==> config.mk <==
export PLATFORM = sky130hd
export DESIGN_NAME = button_panel_flat
export DESIGN_NICKNAME = d
export VERILOG_FILES = /design/src/rtl/button_panel_pkg.sv /design/src/rtl/vga_if.sv /design/src/rtl/font_rom_5x7.sv /design/src/rtl/button_panel.sv /design/src/flat_wrapper.sv
export SDC_FILE = /design/constraint.sdc
export NUM_CORES = 1
export LEC_CHECK = 0
export BUFFER_PORTS_ARGS = -buffer_cell sky130_fd_sc_hd__buf_2
export CAP_MARGIN = 20
export CORE_UTILIZATION = 44
export CTS_BUF_LIST = sky130_fd_sc_hd__clkbuf_8
export DETAILED_ROUTE_END_ITERATION = 8
export GPL_ROUTABILITY_DRIVEN = 0
export HOLD_SLACK_MARGIN = 0.02
export PLACE_DENSITY = 0.65
export SLEW_MARGIN = 20
export SYNTH_ARGS = -nofsm -noshare
export SYNTH_HDL_FRONTEND = slang
export SYNTH_SLANG_ARGS = --single-unit
==> constraint.sdc <==
create_clock -name clk -period 3.7 [get_ports clk]
set_clock_uncertainty 0.15 [all_clocks]
set_input_delay 0.185 -clock clk [delete_from_list [all_inputs] [get_ports clk]]
set_output_delay 0.185 -clock clk [all_outputs]
set_load 0.05 [all_outputs]
==> src/rtl/button_panel_pkg.sv <==
// Shared constants, char codes and small colour helpers for the button overlay.
package button_panel_pkg;

  localparam int CHAR_BITS = 5;
  localparam int GLYPH_W   = 5;
  localparam int GLYPH_H   = 7;

  localparam logic [CHAR_BITS-1:0] CH_BLANK = 5'd0;
  localparam logic [CHAR_BITS-1:0] CH_A = 5'd1,  CH_B = 5'd2,  CH_C = 5'd3,  CH_D = 5'd4;
  localparam logic [CHAR_BITS-1:0] CH_E = 5'd5,  CH_F = 5'd6,  CH_G = 5'd7,  CH_H = 5'd8;
  localparam logic [CHAR_BITS-1:0] CH_I = 5'd9,  CH_J = 5'd10, CH_K = 5'd11, CH_L = 5'd12;
  localparam logic [CHAR_BITS-1:0] CH_M = 5'd13, CH_N = 5'd14, CH_O = 5'd15, CH_P = 5'd16;
  localparam logic [CHAR_BITS-1:0] CH_Q = 5'd17, CH_R = 5'd18, CH_S = 5'd19, CH_T = 5'd20;
  localparam logic [CHAR_BITS-1:0] CH_U = 5'd21, CH_V = 5'd22, CH_W = 5'd23, CH_X = 5'd24;
  localparam logic [CHAR_BITS-1:0] CH_Y = 5'd25, CH_Z = 5'd26;

  typedef enum logic {IDLE, PRESSED} click_state_t;

  typedef struct packed {
    logic [11:0] hcount;
    logic [11:0] vcount;
    logic        hsync;
    logic        vsync;
    logic        hblnk;
    logic        vblnk;
    logic [11:0] rgb;
  } vga_t;

  // Hover highlight: +4 per 4-bit channel, clipped at 0xF.
  function automatic logic [11:0] rgb_brighten(input logic [11:0] c);
    logic [11:0] r;
    r = '0;
    for (int i = 0; i < 3; i++)
      r[i*4 +: 4] = (c[i*4 +: 4] > 4'd11) ? 4'hF : c[i*4 +: 4] + 4'd4;
    return r;
  endfunction

  function automatic logic [11:0] rgb_dim(input logic [11:0] c);
    return {1'b0, c[11:9], 1'b0, c[7:5], 1'b0, c[3:1]};
  endfunction

endpackage

==> src/rtl/vga_if.sv <==
// VGA timing + pixel bundle passed between overlay layers.
interface vga_if;
  logic [11:0] hcount;
  logic [11:0] vcount;
  logic        hsync;
  logic        vsync;
  logic        hblnk;
  logic        vblnk;
  logic [11:0] rgb;

  modport in  (input  hcount, vcount, hsync, vsync, hblnk, vblnk, rgb);
  modport out (output hcount, vcount, hsync, vsync, hblnk, vblnk, rgb);
endinterface

==> src/rtl/font_rom_5x7.sv <==
// Registered 5x7 glyph ROM for A-Z; row 0 is the top row, bit 4 the leftmost column.
module font_rom_5x7
  import button_panel_pkg::*;
(
  input  logic                 clk,
  input  logic                 rst,
  input  logic [CHAR_BITS-1:0] code,
  input  logic [2:0]           row,
  output logic [GLYPH_W-1:0]   bits
);

  logic [34:0] glyph;
  logic [5:0]  base;

  always_comb begin
    glyph = '0;
    case (code)
      CH_A: glyph = 35'b01110_10001_10001_11111_10001_10001_10001;
      CH_B: glyph = 35'b11110_10001_10001_11110_10001_10001_11110;
      CH_C: glyph = 35'b01110_10001_10000_10000_10000_10001_01110;
      CH_D: glyph = 35'b11110_10001_10001_10001_10001_10001_11110;
      CH_E: glyph = 35'b11111_10000_10000_11110_10000_10000_11111;
      CH_F: glyph = 35'b11111_10000_10000_11110_10000_10000_10000;
      CH_G: glyph = 35'b01110_10001_10000_10111_10001_10001_01111;
      CH_H: glyph = 35'b10001_10001_10001_11111_10001_10001_10001;
      CH_I: glyph = 35'b01110_00100_00100_00100_00100_00100_01110;
      CH_J: glyph = 35'b00111_00010_00010_00010_00010_10010_01100;
      CH_K: glyph = 35'b10001_10010_10100_11000_10100_10010_10001;
      CH_L: glyph = 35'b10000_10000_10000_10000_10000_10000_11111;
      CH_M: glyph = 35'b10001_11011_10101_10101_10001_10001_10001;
      CH_N: glyph = 35'b10001_10001_11001_10101_10011_10001_10001;
      CH_O: glyph = 35'b01110_10001_10001_10001_10001_10001_01110;
      CH_P: glyph = 35'b11110_10001_10001_11110_10000_10000_10000;
      CH_Q: glyph = 35'b01110_10001_10001_10001_10101_10010_01101;
      CH_R: glyph = 35'b11110_10001_10001_11110_10100_10010_10001;
      CH_S: glyph = 35'b01111_10000_10000_01110_00001_00001_11110;
      CH_T: glyph = 35'b11111_00100_00100_00100_00100_00100_00100;
      CH_U: glyph = 35'b10001_10001_10001_10001_10001_10001_01110;
      CH_V: glyph = 35'b10001_10001_10001_10001_10001_01010_00100;
      CH_W: glyph = 35'b10001_10001_10001_10101_10101_10101_01010;
      CH_X: glyph = 35'b10001_10001_01010_00100_01010_10001_10001;
      CH_Y: glyph = 35'b10001_10001_01010_00100_00100_00100_00100;
      CH_Z: glyph = 35'b11111_00001_00010_00100_01000_10000_11111;
      default: glyph = '0;
    endcase
  end

  assign base = 6'(3'd6 - row) * 6'd5;

  always_ff @(posedge clk or negedge rst) begin
    if (!rst)          bits <= '0;
    else if (row > 3'd6) bits <= '0;
    else               bits <= glyph[base +: 5];
  end

endmodule

==> src/rtl/button_panel.sv <==
// Row of NUM_BTN labelled buttons drawn over the VGA stream, with click detection.
module button_panel
  import button_panel_pkg::*;
#(
  parameter int NUM_BTN   = 3,
  parameter int MAX_CHARS = 5,
  parameter int BTN_X0    = 100,
  parameter int BTN_PITCH = 200,
  parameter int BTN_Y     = 400,
  parameter int BTN_W     = 100,
  parameter int BTN_H     = 50,
  parameter int SCALE     = 3,
  parameter int TEXT_DY   = 15,
  parameter logic [NUM_BTN*12-1:0] BTN_RGB = {12'h0F0, 12'h00F, 12'hF00}
) (
  input  logic                               clk,
  input  logic                               rst,
  input  logic [NUM_BTN-1:0]                 btn_en,
  input  logic [NUM_BTN*MAX_CHARS*5-1:0]     btn_label,
  input  logic [NUM_BTN*4-1:0]               btn_len,
  input  logic [11:0]                        mouse_x,
  input  logic [11:0]                        mouse_y,
  input  logic                               mouse_left,
  output logic [NUM_BTN-1:0]                 btn_click,
  vga_if.in                                  vga_in,
  vga_if.out                                 vga_out
);

  localparam int IDW = (NUM_BTN > 1) ? $clog2(NUM_BTN) : 1;
  localparam int CW  = (MAX_CHARS > 1) ? $clog2(MAX_CHARS) : 1;
  localparam logic [11:0] PITCH = 12'(GLYPH_W*SCALE + 1);
  localparam logic [11:0] GWPIX = 12'(GLYPH_W*SCALE);
  localparam logic [11:0] SC    = 12'(SCALE);
  localparam logic [11:0] TOP   = 12'(BTN_Y);
  localparam logic [11:0] BOT   = 12'(BTN_Y + BTN_H);
  localparam logic [11:0] TY0   = 12'(TEXT_DY);
  localparam logic [11:0] TY1   = 12'(TEXT_DY + GLYPH_H*SCALE);
  localparam logic [11:0] BW    = 12'(BTN_W);
  localparam logic [3:0]  MAXC  = 4'(MAX_CHARS);

  logic [NUM_BTN-1:0]                 pix_in, mouse_in, txt;
  logic [NUM_BTN-1:0][CHAR_BITS-1:0]  code_a;
  logic [NUM_BTN-1:0][2:0]            row_a, col_a;
  logic [NUM_BTN-1:0][11:0]           base_a;

  assign base_a = BTN_RGB;

  // ---------------- per-button geometry and text addressing ----------------
  for (genvar k = 0; k < NUM_BTN; k++) begin : g_btn
    localparam logic [11:0] LEFT  = 12'(BTN_X0 + k*BTN_PITCH);
    localparam logic [11:0] RIGHT = 12'(BTN_X0 + k*BTN_PITCH + BTN_W);

    logic [3:0]  len;
    logic [11:0] tw, toff, rx, ry, dx, colp;
    logic [MAX_CHARS-1:0][CHAR_BITS-1:0] lbl;

    assign lbl  = btn_label[k*MAX_CHARS*CHAR_BITS +: MAX_CHARS*CHAR_BITS];
    assign len  = (btn_len[k*4 +: 4] > MAXC) ? MAXC : btn_len[k*4 +: 4];
    assign tw   = 12'(len) * PITCH - 12'd1;
    assign toff = (BW - tw) >> 1;
    // rx/ry/dx are only meaningful once the range checks below hold.
    assign rx   = vga_in.hcount - LEFT;
    assign ry   = vga_in.vcount - TOP;
    assign dx   = rx - toff;
    assign colp = dx % PITCH;

    assign pix_in[k]   = btn_en[k] && (vga_in.hcount >= LEFT) && (vga_in.hcount < RIGHT)
                         && (vga_in.vcount >= TOP) && (vga_in.vcount < BOT);
    assign mouse_in[k] = (mouse_x >= LEFT) && (mouse_x < RIGHT)
                         && (mouse_y >= TOP) && (mouse_y < BOT);
    assign txt[k]      = pix_in[k] && (len != 4'd0) && (rx >= toff) && (rx < toff + tw)
                         && (ry >= TY0) && (ry < TY1) && (colp < GWPIX);
    assign code_a[k]   = lbl[CW'(dx / PITCH)];
    assign col_a[k]    = 3'(colp / SC);
    assign row_a[k]    = 3'((ry - TY0) / SC);
  end

  // Lowest index wins on overlap: scan downwards so the last hit kept is the smallest k.
  logic           hit_vld, mhit_vld;
  logic [IDW-1:0] hit_id, mhit_id;

  always_comb begin
    hit_vld  = 1'b0;
    hit_id   = '0;
    mhit_vld = 1'b0;
    mhit_id  = '0;
    for (int k = NUM_BTN-1; k >= 0; k--) begin
      if (pix_in[k]) begin
        hit_vld = 1'b1;
        hit_id  = IDW'(k);
      end
      if (btn_en[k] && mouse_in[k]) begin
        mhit_vld = 1'b1;
        mhit_id  = IDW'(k);
      end
    end
  end

  // ---------------- stage 1: hit/col registers, glyph row via ROM ----------------
  logic                 s1_hit, s1_txt;
  logic [IDW-1:0]       s1_id;
  logic [2:0]           s1_col;
  vga_t                 s1_vga;
  logic [CHAR_BITS-1:0] rom_code;
  logic [GLYPH_W-1:0]   glyph_row;

  assign rom_code = (hit_vld && txt[hit_id]) ? code_a[hit_id] : CH_BLANK;

  font_rom_5x7 u_font (
    .clk  (clk),
    .rst  (rst),
    .code (rom_code),
    .row  (row_a[hit_id]),
    .bits (glyph_row)
  );

  always_ff @(posedge clk or negedge rst) begin
    if (!rst) begin
      s1_hit <= 1'b0;
      s1_txt <= 1'b0;
      s1_id  <= '0;
      s1_col <= '0;
      s1_vga <= '0;
    end else begin
      s1_hit <= hit_vld;
      s1_txt <= hit_vld && txt[hit_id];
      s1_id  <= hit_id;
      s1_col <= col_a[hit_id];
      s1_vga <= '{hcount: vga_in.hcount, vcount: vga_in.vcount, hsync: vga_in.hsync,
                  vsync: vga_in.vsync, hblnk: vga_in.hblnk, vblnk: vga_in.vblnk,
                  rgb: vga_in.rgb};
    end
  end

  // ---------------- mouse sync, edge register, click FSM ----------------
  logic [1:0]     sync_q;
  logic           lvl_q, rise_q, fall_q;
  click_state_t   state;
  logic [IDW-1:0] id;

  always_ff @(posedge clk or negedge rst) begin
    if (!rst) begin
      sync_q <= '0;
      lvl_q  <= 1'b0;
      rise_q <= 1'b0;
      fall_q <= 1'b0;
    end else begin
      sync_q <= {sync_q[0], mouse_left};
      lvl_q  <= sync_q[1];
      rise_q <= sync_q[1] & ~lvl_q;
      fall_q <= ~sync_q[1] & lvl_q;
    end
  end

  always_ff @(posedge clk or negedge rst) begin
    if (!rst) begin
      state     <= IDLE;
      id        <= '0;
      btn_click <= '0;
    end else begin
      btn_click <= '0;
      case (state)
        IDLE: if (rise_q && mhit_vld) begin
          state <= PRESSED;
          id    <= mhit_id;
        end
        PRESSED: begin
          if (!btn_en[id]) begin
            state <= IDLE;
          end else if (fall_q) begin
            state <= IDLE;
            if (mouse_in[id]) btn_click[id] <= 1'b1;
          end
        end
        default: state <= IDLE;
      endcase
    end
  end

  // ---------------- stage 2: bit select and colour mux ----------------
  logic [11:0] base, bg, pix;
  logic        lit;

  always_comb begin
    base = base_a[s1_id];
    if (state == PRESSED && id == s1_id)      bg = rgb_dim(base);
    else if (state == IDLE && mouse_in[s1_id]) bg = rgb_brighten(base);
    else                                       bg = base;
    lit = s1_txt && glyph_row[3'd4 - s1_col];
    if (s1_vga.hblnk || s1_vga.vblnk) pix = 12'h000;
    else if (s1_hit)                  pix = lit ? 12'hFFF : bg;
    else                              pix = s1_vga.rgb;
  end

  always_ff @(posedge clk or negedge rst) begin
    if (!rst) begin
      vga_out.hcount <= '0;
      vga_out.vcount <= '0;
      vga_out.hsync  <= 1'b0;
      vga_out.vsync  <= 1'b0;
      vga_out.hblnk  <= 1'b0;
      vga_out.vblnk  <= 1'b0;
      vga_out.rgb    <= '0;
    end else begin
      vga_out.hcount <= s1_vga.hcount;
      vga_out.vcount <= s1_vga.vcount;
      vga_out.hsync  <= s1_vga.hsync;
      vga_out.vsync  <= s1_vga.vsync;
      vga_out.hblnk  <= s1_vga.hblnk;
      vga_out.vblnk  <= s1_vga.vblnk;
      vga_out.rgb    <= pix;
    end
  end

endmodule

==> src/flat_wrapper.sv <==
// flat-port wrapper written by rule: the top's interface ports become plain ports
module button_panel_flat import button_panel_pkg::*;
#(
  parameter int NUM_BTN   = 3,
  parameter int MAX_CHARS = 5,
  parameter int BTN_X0    = 100,
  parameter int BTN_PITCH = 200,
  parameter int BTN_Y     = 400,
  parameter int BTN_W     = 100,
  parameter int BTN_H     = 50,
  parameter int SCALE     = 3,
  parameter int TEXT_DY   = 15,
  parameter logic [NUM_BTN*12-1:0] BTN_RGB = {12'h0F0, 12'h00F, 12'hF00}
)
  (clk, rst, btn_en, btn_label, btn_len, mouse_x, mouse_y, mouse_left, btn_click, vga_in_hcount, vga_in_vcount, vga_in_hsync, vga_in_vsync, vga_in_hblnk, vga_in_vblnk, vga_in_rgb, vga_out_hcount, vga_out_vcount, vga_out_hsync, vga_out_vsync, vga_out_hblnk, vga_out_vblnk, vga_out_rgb);
  vga_if vga_in_i ();
  vga_if vga_out_i ();
  input  logic clk;
  input  logic rst;
  input  logic [NUM_BTN-1:0] btn_en;
  input  logic [NUM_BTN*MAX_CHARS*5-1:0] btn_label;
  input  logic [NUM_BTN*4-1:0] btn_len;
  input  logic [11:0] mouse_x;
  input  logic [11:0] mouse_y;
  input  logic mouse_left;
  output logic [NUM_BTN-1:0] btn_click;
  input wire logic [$bits(vga_in_i.hcount)-1:0] vga_in_hcount;
  input wire logic [$bits(vga_in_i.vcount)-1:0] vga_in_vcount;
  input wire logic [$bits(vga_in_i.hsync)-1:0] vga_in_hsync;
  input wire logic [$bits(vga_in_i.vsync)-1:0] vga_in_vsync;
  input wire logic [$bits(vga_in_i.hblnk)-1:0] vga_in_hblnk;
  input wire logic [$bits(vga_in_i.vblnk)-1:0] vga_in_vblnk;
  input wire logic [$bits(vga_in_i.rgb)-1:0] vga_in_rgb;
  output wire logic [$bits(vga_out_i.hcount)-1:0] vga_out_hcount;
  output wire logic [$bits(vga_out_i.vcount)-1:0] vga_out_vcount;
  output wire logic [$bits(vga_out_i.hsync)-1:0] vga_out_hsync;
  output wire logic [$bits(vga_out_i.vsync)-1:0] vga_out_vsync;
  output wire logic [$bits(vga_out_i.hblnk)-1:0] vga_out_hblnk;
  output wire logic [$bits(vga_out_i.vblnk)-1:0] vga_out_vblnk;
  output wire logic [$bits(vga_out_i.rgb)-1:0] vga_out_rgb;
  assign vga_in_i.hcount = vga_in_hcount;
  assign vga_in_i.vcount = vga_in_vcount;
  assign vga_in_i.hsync = vga_in_hsync;
  assign vga_in_i.vsync = vga_in_vsync;
  assign vga_in_i.hblnk = vga_in_hblnk;
  assign vga_in_i.vblnk = vga_in_vblnk;
  assign vga_in_i.rgb = vga_in_rgb;
  assign vga_out_hcount = vga_out_i.hcount;
  assign vga_out_vcount = vga_out_i.vcount;
  assign vga_out_hsync = vga_out_i.hsync;
  assign vga_out_vsync = vga_out_i.vsync;
  assign vga_out_hblnk = vga_out_i.hblnk;
  assign vga_out_vblnk = vga_out_i.vblnk;
  assign vga_out_rgb = vga_out_i.rgb;
  button_panel #(.NUM_BTN(NUM_BTN), .MAX_CHARS(MAX_CHARS), .BTN_X0(BTN_X0), .BTN_PITCH(BTN_PITCH), .BTN_Y(BTN_Y), .BTN_W(BTN_W), .BTN_H(BTN_H), .SCALE(SCALE), .TEXT_DY(TEXT_DY), .BTN_RGB(BTN_RGB)) u_core (.clk(clk), .rst(rst), .btn_en(btn_en), .btn_label(btn_label), .btn_len(btn_len), .mouse_x(mouse_x), .mouse_y(mouse_y), .mouse_left(mouse_left), .btn_click(btn_click), .vga_in(vga_in_i), .vga_out(vga_out_i));
endmodule
# Yosys cells after proc, flatten, opt, wreduce, memory -nomap -nowiden
# Memory sizes are Yosys's and may differ from the RTL's.
# Index checks and enable logic that the tools add are counted.
totals:
  reg_bits: 103
  out_inout_bits: 43
  mem_count: 1
  mem_bits_ro: 1120
  inputBits: 157
  word_cells: 215
mem_list:
  columns: ["name", "words", "width", "rd", "rd_ports_with_merged_regs", "wr", "line", "source"]
  rows:
  - ["(name not given)", 32, 35, 1, 0, 0, "font_rom_5x7.sv:17", "case (code)"]
classes:
  eq_ne: 1
  mul: 1
  n_lt_le_gt_ge: 42
  addsub: 22
  shifts: 1
  bitwise: 5
  mux: 59
  div_mod_pow: 4
  n_reduce_logical: 53
ops:
  columns: ["operator", "count"]
  rows:
  - ["$ge A12 B9 Y1 const B", 6]
  - ["$mux W12", 6]
  - ["$logic_and A1 B1 Y1", 48]
  - ["$lt A12 B9 Y1 const B", 4]
  - ["$bmux W5 S3", 3]
  - ["$add A11 B12 Y12", 3]
  - ["$div A4 B2 Y12 const B", 3]
  - ["$ge A12 B11 Y1", 3]
  - ["$lt A12 B12 Y1", 3]
  - ["$sub A12 B9 Y12 const B", 3]
  - ["$sub A7 B12 Y12 const A", 3]
  - ["$shiftx A35 B7 Y5", 1]
  - ["$mux W5", 6]
  - ["$sub A8 B1 Y9 const B", 3]
  - ["$bmux W12 S2", 1]
  - ["$ge A12 B7 Y1 const B", 2]
  - ["$lt A12 B10 Y1 const B", 2]
  - ["$lt A12 B8 Y1 const B", 2]
  - ["$mux W4", 6]
  - ["$sub A7 B7 Y7", 3]
  - ["$mux W3", 6]
  - ["$lt A3 B4 Y1 const B", 4]
  - ["$mux W1", 15]
  - ["$add A4 B3 Y4 const B", 3]
  - ["other kinds (27)", 49]

# Logic depth before layout (Yosys ltp)
# An unclocked memory read counts as a cell.
depth:
  ltp_word: 18
  mapped_depth: 45

# By module
# A second synthesis with hierarchy kept.
unflattened:
  cells_unflattened: 1346
  hier_area_um2: 11199.5
by_module_without_submodules:
  columns: ["module", "n_inst", "area_per_inst_um2", "cells_each"]
  rows:
  - ["button_panel", 1, 8408.1, 951]
  - ["font_rom_5x7", 1, 2791.4, 395]

# Worst setup path after synthesis
# Ideal clock, no wire load.
synth_path:
  path_kind: "input to register"
  start: "input vga_in_vcount[5]"
  end: "register u_core.u_font.bits[2]"
  path_buffers: 9
  path_stages: 39
  path_slack_ns: -4.781
  setup_time_ns: 0.099
  required_time_ns: 3.451
  t_arrival_ns: 8.231
  path_cell_list: "buf_2 > inv_1 > ha_1 > buf_2 > o211a_1 > o2111ai_2 > nand2_1 > a2111oi_0 > a21oi_1 > a2111o_1 > a21oi_1 > nor2_1 > o211a_1 > or3_1 > buf_2 > a21o_1 > nor2_1 > a21oi_1 > (+3 left out) > a211oi_1 > mux2_2 > a21oi_2 > inv_2 > buf_6 > buf_6 > ha_1 > clkbuf_1 > clkinv_1 > buf_1 > ha_1 > ha_1 > inv_1 > fa_1 > clkbuf_1 > nand3_1 > and4_1 > a311oi_1"
synth_via:
  elab_chain_cells: 16
  word_cells_on_any_way: 51
  cone_classes: "add/sub: 3; mul: 1; div: 1; order compare: 5; shift: 1; mux: 14; reduce/logical: 25; memory: 1"
synth_rtl:
  columns: ["item", "line", "source"]
  rows:
  - ["from (decl)", "flat_wrapper.sv:28", "input wire logic [$bits(vga_in_i.vcount)-1:0] vga_in_vcount;"]
  - ["branches (longest 15 deep; another with $sub A12 B9 Y12)", null, null]
  - ["$mux W5 *", "font_rom_5x7.sv:52", "else if (row > 3'd6) bits <= '0;"]
  - ["to (signal assigned)", "font_rom_5x7.sv:53", "else bits <= glyph[base +: 5];"]
  - ["to (decl)", "font_rom_5x7.sv:9", "output logic [GLYPH_W-1:0] bits"]
# Every way passes the cells marked *. The select of a mux whose other input is x is not followed.
# A chain may end at the register's enable or synchronous reset.

# Final worst setup path
layout_path:
  start: "input vga_in_vcount[4]"
  end: "register u_core.u_font.bits[0]"
# The elaborated chain is that of the path after synthesis.

==> results_dict.tcl <==
set metrics [dict create \
    timing.final.hold_violations 0 \
    grt_pass1_vias 13562 \
    syn_inst 1413 \
    grt_pass1_wl_um 67000 \
    min_from "vga_in_vcount[3]" \
    drc 0 \
    clockRootBuffer "clkbuf_8" \
    critPathKind "in -> reg" \
    status "complete, but fails checks" \
    cp-end-kind "flop" \
    io_pins 200 \
    postLayoutCoreUtil_pct 70.4 \
    clkSlewWorstSetupHoldPaths_ps 130 \
    synthTopCellsByArea "dfrtp_1 23%, ha_1 11%, mux2i_1 5.6%" \
    fin_crit_ps 6790 \
    first_iter_violations 1408 \
    antenna_found_initial 1 \
    drt_wl_total_um 42100 \
    numPortBuffers 196 \
    ys_ff_latch 103 \
    regArea_sq_um 2580 \
    rsz0062_at_grt "yes" \
    grt_usage_pct 31.3 \
    fillers 1940 \
    htreeDepth 3 \
    max_clock_freq_ghz 0.147 \
    ys_async_sr_fraction_pct 100 \
    crit_top_cell "buf_4" \
    clkLatencyLatePin_ps 380 \
    syn_area_sq_um 11500 \
    leakage_nw 8.31 \
    grt_overflow 0 \
    nNetsFinal 2325 \
    critPathMaxFanout 8 \
    die_x_um 163 \
    antenna_left 0 \
    grt_use_met2_pct 53.0 \
    reg2reg_depth 9 \
    cts_buffer_depth 2 \
    r2r_end "u_core.vga_out.rgb[3]$_DFF_PN0_" \
    hp-class "in -> reg" \
    max-vdd-ir-drop_mv 0.772 \
    syn-num-nets 1672 \
    synth_edf_count 0 \
    numCtsBuffers 9 \
    area_growth_pct 55.7 \
    violations "setup timing" \
    globalRouteMet1Util_pct 40.9 \
    cpMaxStageDelayCell "fa_2" \
    yosysWarningCount 0 \
    synth_area_per_cell_sq_um 8.10 \
    worst_pin_slew_ps 725 \
    start_kind "primary input" \
    cts_tree "done" \
    start_util_pct 45.2 \
    critPathRequiredTime_ps 3830 \
    cts.sinks 103 \
    hold_path_end "u_core.s1_vga[19]$_DFF_PN0_" \
    met3_usage_pct 4.93 \
    first_pass_iters 7 \
    wl_per_cell_um 17.5 \
    cp_data_arrival_time_ps 6920 \
    crit_path_max_incr_delay_ps 610 \
    synth.yosys.seq_area_share_pct 22.5 \
    drv_slew 0 \
    vias 13825 \
    min_period_over_period_pct 184 \
    yosysMostFrequentCell "nor2_1" \
    die_h_um 163 \
    synth.top_cell.area_share_pct 22.5 \
    yosysTopAreaCell "dfrtp_1" \
    die_area_sq_um 26700 \
    ff2ff_setup_slack_ps 1250 \
    hold_depth 3 \
    core_sq_um 25300 \
    yosys.cell_types.count 89 \
    drive_gt1_share_pct 42.1 \
    multi_input_area_sq_um 9250 \
    maxCapViolCount 0 \
    synth_ff_type "dfrtp_1" \
    power.density_nw_per_um2 545 \
    total_power_mw 9.71 \
    setup_violations 6 \
    r2r-start "u_core.s1_col[0]$_DFF_PN0_" \
    grt_busiest_layer "met2" \
    whs_ps 37.9 \
    grt_max_degree 81 \
    timing.final.ws_setup_ps -3090 \
    hpwlAfterDp_um 32400 \
    rows 58 \
    drt-vias-per-instance 5.76 \
    slew_headroom_pct 51.6 \
    synth_common_cells "145 x nor2_1, 119 x nand2_1, 103 x dfrtp_1, 101 x ha_1, 99 x a21oi_1" \
]
## cell families (layout without fill, tap and decap cells)
family | after synthesis | count (layout) | share of synthesized area (%)
AO/OA/AOI/OAI | 405 | 405 | 24.0
multiplexers | 96 | 96 | 10.5
other | 0 | 1 | 0
buffers and inverters | 140 | 798 | 4.92
XOR/XNOR | 84 | 84 | 6.56
adder cells (fa/ha/maj) | 102 | 102 | 11.2
flip-flops | 103 | 103 | 22.5
AND/OR/NAND/NOR | 483 | 483 | 20.3
## per-layer routing
metal	wire, um	part of all wire (%)	vias to the layer above
met5	0	0	-
met4	1200	2.8	0
met3	3160	7.5	110
met2	19800	47	638
met1	17900	43	6545
li1	-	-	6532
## flip-flops by register name (all words and copies together), names as in the netlist
register and cells:
u_core.id 2, u_core.fall_q 1, u_core.s1_hit 1, u_core.vga_out.rgb 12
u_core.state 1, u_core.vga_out.vblnk 1, u_core.vga_out.vcount 12, u_core.s1_vga 40
u_core.s1_col 3, u_core.vga_out.hsync 1, u_core.rise_q 1, u_core.u_font.bits 5
u_core.btn_click 3, u_core.lvl_q 1, u_core.sync_q 2, u_core.vga_out.hcount 12
u_core.s1_txt 1, u_core.vga_out.vsync 1, u_core.s1_id 2, u_core.vga_out.hblnk 1
## how the worst max path moves through the flow
stage                      from                               to  slack [ps]  cells after the start
6_report       vga_in_vcount[4]  u_core.u_font.bits[0]$_DFF_PN0_       -3090                     37
5_1_grt        vga_in_vcount[5]  u_core.u_font.bits[0]$_DFF_PN0_       -3290                     36
4_1_cts        vga_in_vcount[4]  u_core.u_font.bits[0]$_DFF_PN0_       -2890                     35
3_5_place_dp   vga_in_vcount[4]  u_core.u_font.bits[0]$_DFF_PN0_       -3580                     35
3_3_place_gp   vga_in_vcount[4]  u_core.u_font.bits[0]$_DFF_PN0_       -3350                     35
2_1_floorplan  vga_in_vcount[5]  u_core.u_font.bits[0]$_DFF_PN0_       -3790                     41
## report_power, final
group / total (mW) / internal [mW] / switching (mW)
logic: 7.73 / 3.76 / 3.98
clock network: 0.735 / 0.272 / 0.463
registers: 1.24 / 1.22 / 0.0248
total: 9.71 / 5.25 / 4.46
## cells in the final DEF (no fill, tap or decap), types with 10 or more instances in the layout
cell type	Yosys	final
buf_4	2	459
buf_2	12	189
nor2_1	145	135
nand2_1	119	113
dfrtp_1	103	103
a21oi_1	99	87
ha_1	101	80
o21ai_0	79	72
mux2i_1	64	64
inv_1	67	58
xnor2_1	55	47
nand3_1	43	40
dlygate4sd3_1	0	40
nor3_1	45	39
xor2_1	27	22
a31oi_1	20	20
nand2b_1	21	19
mux4_2	18	18
o211ai_1	16	16
ha_4	0	16
buf_6	2	16
a211oi_1	21	15
o22ai_1	15	14
and3_1	17	14
a21o_1	14	13
mux2_2	14	13
nand4_1	12	12
nor2b_1	15	12
a22oi_1	11	11
and2_1	13	11
o21a_1	12	11
a21oi_2	2	10
nor3b_1	10	10
## critical path: cells and delay by family
family          cells  cell delay [ps]
mux                 1              350
fa+ha+maj           5             1510
simple gates        7             1220
compound gates     15             2590
buf+inv             9             1070
## area by class of cell
type                    instances  share of cell area, %
multi-input cells            1170                   51.9
diodes                          1                 0.0140
flip-flops and latches        103                   14.5
clock inverters                 7                  0.512
inverters                      73                   1.73
well taps                     330                   2.32
clock buffers                   9                  0.695
repair buffers                709                   28.4
## stage by stage
stage / instance area, sq um / setup TNS, ps / std cells / setup slack, ps
floorplan: 11900 / -18990 / 1413 / -3790
global placement: 16200 / -17080 / 2309 / -3350
detailed placement: 16200 / -18210 / 2309 / -3580
CTS: 17500 / -13810 / 2394 / -2890
global route: 17800 / -16020 / 2402 / -3290
finish: 17800 / -14840 / 2402 / -3090
## timing repair
| item | CTS | global route |
|---|---|---|
| gates resized for setup | 90 | 48 |
| setup buffers | 29 | 7 |
| pin swaps | 63 | 42 |
| endpoints found under the hold margin | 118 | 0 |
| hold buffers | 40 | 0 |
| setup endpoints to repair | 6 | 6 |
Power figures use the tool's default switching activity.
